## config.mk

```make
export PLATFORM = sky130hd
export DESIGN_NAME = regfile_wb_arbiter
export DESIGN_NICKNAME = d
export VERILOG_FILES = /design/src/rtl/regfile_wb_arbiter.sv
export SDC_FILE = /design/constraint.sdc
export NUM_CORES = 1
export LEC_CHECK = 0
export ABC_AREA = 1
export BUFFER_PORTS_ARGS = -buffer_cell sky130_fd_sc_hd__buf_2
export CAP_MARGIN = 20
export CORE_MARGIN = 4
export CORE_UTILIZATION = 35
export DETAILED_ROUTE_END_ITERATION = 7
export PLACE_DENSITY_LB_ADDON = 0.08
export SLEW_MARGIN = 20
export SYNTH_ARGS = -nofsm -noshare
export SYNTH_HDL_FRONTEND = slang
export SYNTH_SLANG_ARGS = --single-unit
```

## constraint.sdc

```tcl
create_clock -name clk -period 5.25 [get_ports clk]
set_input_delay 0.525 -clock clk [delete_from_list [all_inputs] [get_ports clk]]
set_output_delay 0.525 -clock clk [all_outputs]
set_load 0.005 [all_outputs]
```

## src/rtl/regfile_wb_arbiter.sv

```systemverilog
// Register-file write-port arbiter: merges pipeline writeback with buffered multi-cycle results
// and keeps a busy scoreboard of pending multi-cycle destinations. Optional macro: WB_BYPASS_EN.
module regfile_wb_arbiter #(
  parameter int QDEPTH = 4
) (
  input  logic        clk,
  input  logic        rst,
  input  logic        pipe_valid,
  input  logic [4:0]  pipe_dest,
  input  logic [31:0] pipe_data,
  input  logic        mc_valid,
  output logic        mc_ready,
  input  logic [4:0]  mc_dest,
  input  logic [31:0] mc_data,
  input  logic        issue_valid,
  input  logic [4:0]  issue_dest,
  output logic [31:0] busy_mask,
  output logic        waw_err,
  output logic        rf_load,
  output logic [4:0]  rf_dest,
  output logic [31:0] rf_in
);

  localparam int AW = $clog2(QDEPTH);
  localparam logic [AW:0] FULL_CNT = QDEPTH[AW:0];

  typedef struct packed {
    logic [4:0]  dest;
    logic [31:0] data;
  } entry_t;

  entry_t      mem [QDEPTH];
  logic [AW:0] wptr;
  logic [AW:0] rptr;
  logic [AW:0] count;
  logic        full;
  logic        empty;
  entry_t      head;

  logic        p1_fire;
  logic        push;
  logic        pop;
  logic        bypass;
  logic        fifo_wr;
  logic [31:0] set_mask;
  logic [31:0] clr_mask;
  logic [31:0] busy_next;

  // Pointers carry one extra bit so full and empty stay distinguishable.
  assign count = wptr - rptr;
  assign full  = (count == FULL_CNT);
  assign empty = (count == '0);
  assign head  = mem[rptr[AW-1:0]];

  // Ready depends only on registered state, never on mc_valid.
  assign mc_ready = !full && !rst;

  always_comb begin
    // NOTE: every signal assigned in this block gets a default first, so no latch is inferred.
    p1_fire  = pipe_valid && (pipe_dest != 5'd0);
    push     = mc_valid && mc_ready;
`ifdef WB_BYPASS_EN
    bypass   = push && empty && !p1_fire;
`else
    bypass   = 1'b0;
`endif
    fifo_wr  = push && !bypass;
    pop      = !p1_fire && !empty;
    set_mask = '0;
    clr_mask = '0;
    if (issue_valid && (issue_dest != 5'd0)) begin
      set_mask = 32'd1 << issue_dest;
    end
    if (pop) begin
      clr_mask = 32'd1 << head.dest;
    end else if (bypass) begin
      clr_mask = 32'd1 << mc_dest;
    end
    // Set beats clear when both hit the same register in one cycle.
    busy_next    = (busy_mask & ~clr_mask) | set_mask;
    busy_next[0] = 1'b0;
  end

  // NOTE: the FIFO storage has no reset; the pointers alone define which entries are valid.
  always_ff @(posedge clk) begin
    if (fifo_wr) begin
      mem[wptr[AW-1:0]] <= '{dest: mc_dest, data: mc_data};
    end
  end

  // NOTE: sequential state uses non-blocking assignments only, so every register samples pre-edge values.
  always_ff @(posedge clk or posedge rst) begin
    if (rst) begin
      wptr <= '0;
      rptr <= '0;
    end else begin
      if (fifo_wr) begin
        wptr <= wptr + 1'b1;
      end
      if (pop) begin
        rptr <= rptr + 1'b1;
      end
    end
  end

  always_ff @(posedge clk or posedge rst) begin
    if (rst) begin
      rf_load <= 1'b0;
      rf_dest <= '0;
      rf_in   <= '0;
    end else if (p1_fire) begin
      rf_load <= 1'b1;
      rf_dest <= pipe_dest;
      rf_in   <= pipe_data;
    end else if (pop) begin
      rf_load <= (head.dest != 5'd0);
      rf_dest <= head.dest;
      rf_in   <= head.data;
    end else if (bypass) begin
      rf_load <= (mc_dest != 5'd0);
      rf_dest <= mc_dest;
      rf_in   <= mc_data;
    end else begin
      rf_load <= 1'b0;
    end
  end

  always_ff @(posedge clk or posedge rst) begin
    if (rst) begin
      busy_mask <= '0;
      waw_err   <= 1'b0;
    end else begin
      busy_mask <= busy_next;
      if (p1_fire && busy_mask[pipe_dest]) begin
        waw_err <= 1'b1;
      end
    end
  end

endmodule

```

== Yosys cells after proc, flatten, opt, wreduce, memory -nomap -nowiden ==
Memory sizes are Yosys's and may differ from the RTL's.
Index checks and enable logic that the tools add are counted.
Widths: inputs -> output; s select.
Cells by class
  add/subtract/negate cells: 3
  multiply operators: 0
  divide/modulo/power cells: 0
  magnitude comparators: 1
  equal/unequal tests: 1
  shifts and indexed selects: 2
  multiplexer cells: 12
  bitwise logic cells: 3
  reductions and logical operators: 15
Operator list (count)
  $mux 32: 4
  $shl 1x5->32 const A: 2
  $and 32x32->32: 1
  $not 32->32: 1
  $or 32x32->32: 1
  $reduce_bool 5->1: 3
  $mux 5: 2
  $add 3x1->3 const B: 2
  $logic_and 1x1->1: 6
  $lt 5x6->1 const B: 1
  $bmux 1 s5: 1
  $mux 1: 5
  $logic_not 1->1: 4
  $eq 3x3->1 const B: 1
  $logic_not 3->1: 1
  $sub 3x3->3: 1
  $reduce_bool 2->1: 1
Storage, ports and cells
  flip-flop bits (word level): 76
  bits in latches: 0
  memory bits (writable): 148
  ROM bits: 0
  bits of input ports: 84
  output and inout port bits: 72
  logic and storage cells: 45
  memories: 1
Memory list
  mem: words 4, width 37, read ports 1, clocked after memory_dff 0, wr ports 1, line 32  | entry_t mem [QDEPTH];

== Logic depth before layout (Yosys ltp) ==
Gate-level depths: netlist of the first run.
  depth after elaboration: 8
  mapped depth: 14
  mapped depth without buffers: 13

== Least setup slack after synthesis of the first run ==
Ideal clock, no wire load.
  path kind: in2reg
  from: input port rst
  to: memory mem[0][0] (netlist bit) (enable)
  library setup time: 0.431 ns
  data arrival time: 4.192 ns
  required time: 4.819 ns
  setup slack: 0.627 ns
  stages: 5
  path buffers: 0
  cell sequence: inv_1 -> nand2_1 -> inv_2 -> nand2_1 -> nor2_1
On the way
  longest elaborated chain between the ends: 5
Ends and longest elaborated chain
  start, declared: line 7  | input logic rst,
  $logic_not 1->1 (no source line)
  $logic_and 1x1->1: line 56  | assign mc_ready = !full && !rst;
  named net mc_ready: line 12  | output logic mc_ready,
  $logic_and 1x1->1: line 61  | push = mc_valid && mc_ready;
  $mux 1: line 86  | if (fifo_wr) begin
  $mux 1 (not written as such): line 87  | mem[wptr[AW-1:0]] <= '{dest: mc_dest, data: mc_data};
  end, declared: line 32
The timed path passes the listed nets, and every way through them passes these cells.

== Final worst setup path of the first run ==
  from: register rptr[1]
  to: memory mem[1][14] (netlist bit) (enable)
On the way
  longest elaborated chain between the ends: 7
Ends and longest elaborated chain
  start, declared: line 34  | logic [AW:0] rptr;
  start signal, assigned: line 101  | rptr <= rptr + 1'b1;
  $sub 3x3->3: line 50  | assign count = wptr - rptr;
  $eq 3x3->1: line 51  | assign full = (count == FULL_CNT);
  $logic_not 1->1: line 56
  $logic_and 1x1->1: line 56
  $logic_and 1x1->1: line 61
  $mux 1: line 86
  $mux 1 (not written as such): line 87
No other way between the ends.

==> flow_metrics.tcl, run 1 <==
set metrics [dict create \
    status "completed" \
    synth.distinct_cells 31 \
    antenna_found_initial 1 \
    nets 1290 \
    clkLatencyLatePin_ns 0.52 \
    syn_area_per_cell_sq_um 9.61 \
    layout_setup_ws_ns 1.88 \
    hp-class "in -> async" \
    start_util_pct 35.5 \
    synth-main-ff-cell "edfxtp_1" \
    crit_family "simple AND/OR/NAND/NOR gates" \
    post_cts_resized 0 \
    slowest_stage "nor2_4" \
    power_density_nw_per_um2 564 \
    clk_pin_slew_worst_paths_ns 0.06 \
    yosys_warnings 0 \
    synthArstFlopShare_pct 33.9 \
    finalPower_mw 6.85 \
    dieArea_sq_um 31900 \
    cts-root-buf "clkbuf_16" \
    critPathBufInv 4 \
    grt_usage_pct 17.1 \
    clkSinkCount 224 \
    place_congestion 0.810 \
    synthXorXnorAreaFrac_pct 0.258 \
    pre_cts_slack_ns 1.82 \
    synthMuxAreaShare_pct 0 \
    post_cts_buffers 0 \
    synthCells 1059 \
    core_sq_um 28700 \
    vias 7444 \
    layout_commonest_cell "nand2_1" \
    cts_tree "done" \
    cap_violations 0 \
    finalSetupViolCount 0 \
    cts_max_level 1 \
    final_cell_mix "nand2_1 (418), nand3_1 (157), buf_2 (154), edfxtp_1 (148), inv_1 (84)" \
    timing.fmax_mhz 297 \
    die_h_um 179 \
    boundaryPins 156 \
    synth_top_family_by_area "simple AND/OR/NAND/NOR gates" \
    clock_path_buffers 3 \
    rsz0062_at_grt "false" \
    syn_area_sq_um 10200 \
    syn2layout_area_growth_pct 19.3 \
    fin_worst_skew_ns 0.00801 \
    start_kind "flip-flop" \
    yosys.area.top_type_share_pct 43.7 \
    drc 0 \
    hold_violations 0 \
    viasPerCell 4.64 \
    synth_top_area_cell "edfxtp_1" \
    grt_max_degree 66 \
    synth-edff-count 148 \
    ys_seq_area_share_pct 62.4 \
    hold_ws_ns 0.0291 \
    synth_simple_gate_area_share_pct 26.6 \
    totalWireLength_um 27100 \
    vdd_drop_max_v 0.000228 \
    worstSetupPathType "reg -> reg" \
    grt_pass1_wl_um 42700 \
    n_antenna_cell 0 \
    fin_crit_sh_pct 64.2 \
    grt_overflow 0 \
    crit_chain "buf_4 > inv_2 > ha_1 > nand2_1 > nand2_1 > nand2_2 > nand2_2 > nand2_1 > nand2_1 > inv_2 > nand2_1 > nor2_4 > buf_4" \
    endpoint_kind "flip-flop" \
    drt_iter0_drc 499 \
    crit_arrival_ns 3.59 \
    crit_fanout 40 \
    cts_made_buffers 26 \
    syn_nets 1150 \
    hpwl_um 17700 \
    holdBufCountCts 0 \
    finalSetupTns_ns 0 \
    synth-seq-cells 224 \
    firstDrtPassIters 5 \
    grt_pass1_vias 7549 \
    max_slew_margin_pct 35.8 \
    leakagePower_nw 5.47 \
    min_period_ns 3.37 \
    worst_pin_slew_ns 0.964 \
    cp.required_ns 5.46 \
    drive_gt1_share_pct 21.7 \
    slew_violations 0 \
    die_x_um 179 \
    io_buffers 154 \
    rows 62 \
    synth_compound_area_share_pct 3.09 \
    ys_top_cells_by_area "edfxtp_1 (44%), dfrtp_1 (19%), nand2_1 (15%), nand3_1 (7.7%), inv_1 (3.2%)" \
    ant_nets 0 \
    crit_top_cell "nand2_1" \
    routedWlPerCell_um 16.9 \
    synthAdderAreaFrac_pct 0.861 \
    critical-path-max-stage-delay_ns 0.74 \
]
==> layer usage <==
layer | wire length [um] | vias up | share of wire (%) | global-route usage [%]
met1 | 12800 | 3509 | 47 | 24.2
met4 | 497 | 2 | 1.8 | 4.22
met3 | 1230 | 40 | 4.5 | 2.84
met5 | 13 | - | 0.048 | 0
li1 | - | 3740 | - | -
met2 | 12500 | 153 | 46 | 27.5
==> power by group <==
group          leakage [nW]  internal (mW)  total, mW  switching [mW]
Clock                 0.459           1.24       1.96           0.719
Combinational          2.76          0.760       2.27            1.51
Sequential             2.26           2.32       2.61           0.289
==> kinds of logic after synthesis <==
group | after synthesis
AO/OA/AOI/OAI | 43
XOR/XNOR | 3
adder cells (fa/ha/maj) | 7
buffers and inverters | 146
flip-flops | 224
other | 1
AND/OR/NAND/NOR | 635
==> flip-flops by register name (all words and copies together) (netlist names) <==
register   flops
rf_dest        5
wptr           3
rf_in         32
waw_err        1
busy_mask     31
rf_load        1
mem          148
rptr           3
==> stage by stage <==
stage	cell area (sq um)	instances	util (%)
4_1_cts	12100	1603	42.3
3_3_place_gp	11200	1555	39.0
2_1_floorplan	10200	1059	-
6_report	12100	1603	42.3
3_5_place_dp	11200	1555	39.0
5_1_grt	12100	1603	42.3
==> cells in the mapped netlist (7+ instances only) <==
library cell,number
inv_1,86
clkbuf_1,12
nand2_2,9
o21ai_2,23
o21ai_1,13
dfrtp_1,76
nand2_1,418
buf_4,10
nand3_1,157
edfxtp_1,148
nor2_1,32
inv_2,7
buf_2,17
ha_1,7
buf_6,11
==> layout make-up <==
class                           count  area [sq um]
Inverter                           95           363
Clock inverter                     17           238
Clock buffer                       31           701
Multi-Input combinational cell    689          3170
Sequential cell                   224          6350
Fill cell                        2890         16600
Tap cell                          384           480
Timing Repair Buffer              163           838
==> path summary, 6_finish.rpt <==
check | to | slack [ns] | start | cells past startpoint
setup reg to reg | mem[1][14] | 1.88 | rptr[1] | 13
hold / removal | rf_in[1] | 0.03 | rst | 2
setup / recovery | mem[1][14] | 1.88 | rptr[1] | 13
hold reg to reg | waw_err | 0.49 | waw_err | 2
max in group asynchronous | rptr[1] | 4.07 | rst | 3
min in group clk | mem[2][0] | 0.22 | mc_data[0] | 1
Note: power is estimated with default switching activity, not from simulation.
==> run 2: changes to the inputs <==
==> constraint.sdc (replaced) <==
create_clock -name clk -period 3 [get_ports clk]
set_input_delay 0.3 -clock clk [delete_from_list [all_inputs] [get_ports clk]]
set_output_delay 0.3 -clock clk [all_outputs]
set_load 0.005 [all_outputs]
==> run 2 against run 1 <==
Effect of this change: power grew 69%; clock skew grew 0.00080 ns; sequential share of layout area shrank 0.35 points; hold slack lost 0.014 ns; critical path type unchanged; largest power group unchanged.
==> flow_metrics.tcl, run 2 (synthesized netlist as in run 1, its figures left out) <==
set metrics [dict create \
    status "completed" \
    hold_depth 1 \
    leakagePower_nw 5.51 \
    grt_pass1_vias 7455 \
    clock_power_share_pct 25.5 \
    clk_pin_slew_worst_paths_ns 0.06 \
    switchingPower_mw 4.35 \
    final_cell_mix "nand2_1 (418), nand3_1 (157), buf_2 (154), edfxtp_1 (148), inv_1 (84)" \
    slew_violations 0 \
    p_seq_share_pct 38.8 \
    vdd_drop_max_v 0.000460 \
    cts_tree "done" \
    r2r-start "wptr[1]" \
    cap_violations 0 \
    netSwitchingFraction_pct 37.7 \
    cts_made_buffers 25 \
    hold_violations 0 \
    min_period_ns 2.58 \
    regArea_sq_um 6350 \
    viasPerCell 4.63 \
    rsz0062_at_grt "false" \
    routedWlPerCell_um 16.9 \
    antenna_found_initial 1 \
    dieArea_sq_um 31900 \
    totalWireLength_um 27300 \
    start_kind "flip-flop" \
    cts_max_level 1 \
    cp.required_ns 3.20 \
    r2r-end "mem[1][0]" \
    whs_endpoint "mem[2][28]" \
    final_core_util_pct 42.6 \
    cts-root-buf "clkbuf_16" \
    min_from "mc_data[28]" \
    timing.reg2reg.setup_slack_ns 0.42 \
    layout_commonest_cell "nand2_1" \
    ant_nets 0 \
    worst_pin_slew_ns 0.865 \
    timing.fmax_mhz 388 \
    internal_power_mw 7.21 \
    die_h_um 179 \
    crit_fanout 28 \
    boundaryPins 156 \
    endpoint_kind "flip-flop" \
    grt_pass1_wl_um 42400 \
    hp-class "in -> reg" \
    clkLatencyLatePin_ns 0.51 \
    finalSetupViolCount 0 \
    grt_overflow 0 \
    place_congestion 0.782 \
    post_cts_resized 0 \
    grt_max_degree 75 \
    p_comb_share_pct 35.7 \
    grt_usage_pct 17.2 \
    vias 7502 \
    drt_iter0_drc 426 \
    n_antenna_cell 0 \
    finalSetupTns_ns 0 \
    worstSetupPathType "reg -> reg" \
    rows 62 \
    multi_input_area_sq_um 3170 \
    fin_worst_skew_ns 0.00881 \
    clkSinkCount 224 \
    final_area_sq_um 12200 \
    syn2layout_area_growth_pct 20.1 \
    max_slew_margin_pct 42.4 \
    crit_arrival_ns 2.78 \
    fillers 2879 \
    fin_crit_sh_pct 85.9 \
    power_density_nw_per_um2 946 \
    core_sq_um 28700 \
    drc 0 \
    dpl_cell_area_sq_um 11300 \
    largest_reg_flops 148 \
    hpwl_um 17900 \
    reg2regPathDepth 11 \
    io_buffers 154 \
    start_util_pct 35.5 \
    clock_path_buffers 3 \
    firstDrtPassIters 5 \
    die_x_um 179 \
    finalPower_mw 11.6 \
    nets 1310 \
    drive_gt1_share_pct 21.5 \
]
-- run 2: repair_timing --
item                      4_1_cts  5_1_grt
buffers inserted                0        0
hold endpoints to repair       59        0
hold buffers                   12        0
-- run 2: area by class of cell --
class | count | share of cell area [%]
Inverter | 95 | 2.99
Multi-Input combinational cell | 689 | 26.0
Sequential cell | 224 | 51.9
Tap cell | 384 | 3.93
Clock buffer | 36 | 5.95
Timing Repair Buffer | 184 | 8.70
Clock inverter | 9 | 0.532
-- run 2: critical path, cell delays in order (launching register included) --
cell	delay [ns]
dfrtp_1	0.43
ha_1	0.35
nand2_1	0.08
nand2_1	0.05
nand2_2	0.08
nand2_2	0.06
nand2_1	0.06
nand2_1	0.06
inv_2	0.08
nand2_1	0.30
nor2_4	0.42
buf_12	0.26
-- run 2: worst max path at each step --
| stage | slack, ns | cells after the start | end | from |
|---|---|---|---|---|
| after detailed placement | 0.42 | 11 | mem[3][35] | wptr[1] |
| final | 0.42 | 11 | mem[1][0] | wptr[1] |
| after global placement | 0.46 | 11 | mem[3][33] | wptr[1] |
| after floorplan | -0.29 | 13 | mem[0][0] | rptr[1] |
| after global routing | 0.23 | 10 | mem[3][32] | wptr[0] |
| after CTS | 0.39 | 11 | mem[3][0] | wptr[1] |
-- run 2: per-stage QoR --
step | setup slack, ns | hold slack, ns | instances
global route | 0.232 | 0.00318 | 1621
CTS | 0.394 | 0.000449 | 1621
finish | 0.424 | 0.0151 | 1621
floorplan | -0.286 | 0.399 | 1059
global placement | 0.461 | 0.460 | 1564
detailed placement | 0.420 | 0.467 | 1564
-- run 2: routing by layer --
layer,track usage (%),wire (um),part of all wire [%]
met1,23.8,12500,46
met2,28.8,13200,48
met3,2.54,1240,4.5
met4,3.45,352,1.3
met5,0,13,0.048
-- run 2: power groups by stage --
stage                     Clock (mW)  Combinational, mW  Sequential [mW]
final                           2.95               4.13             4.48
after global routing            3.18               4.75             4.57
after CTS                       3.04               4.25             4.49
after detailed placement           0               4.22             4.55
after global placement             0               4.22             4.54
after floorplan                    0               2.78             4.50
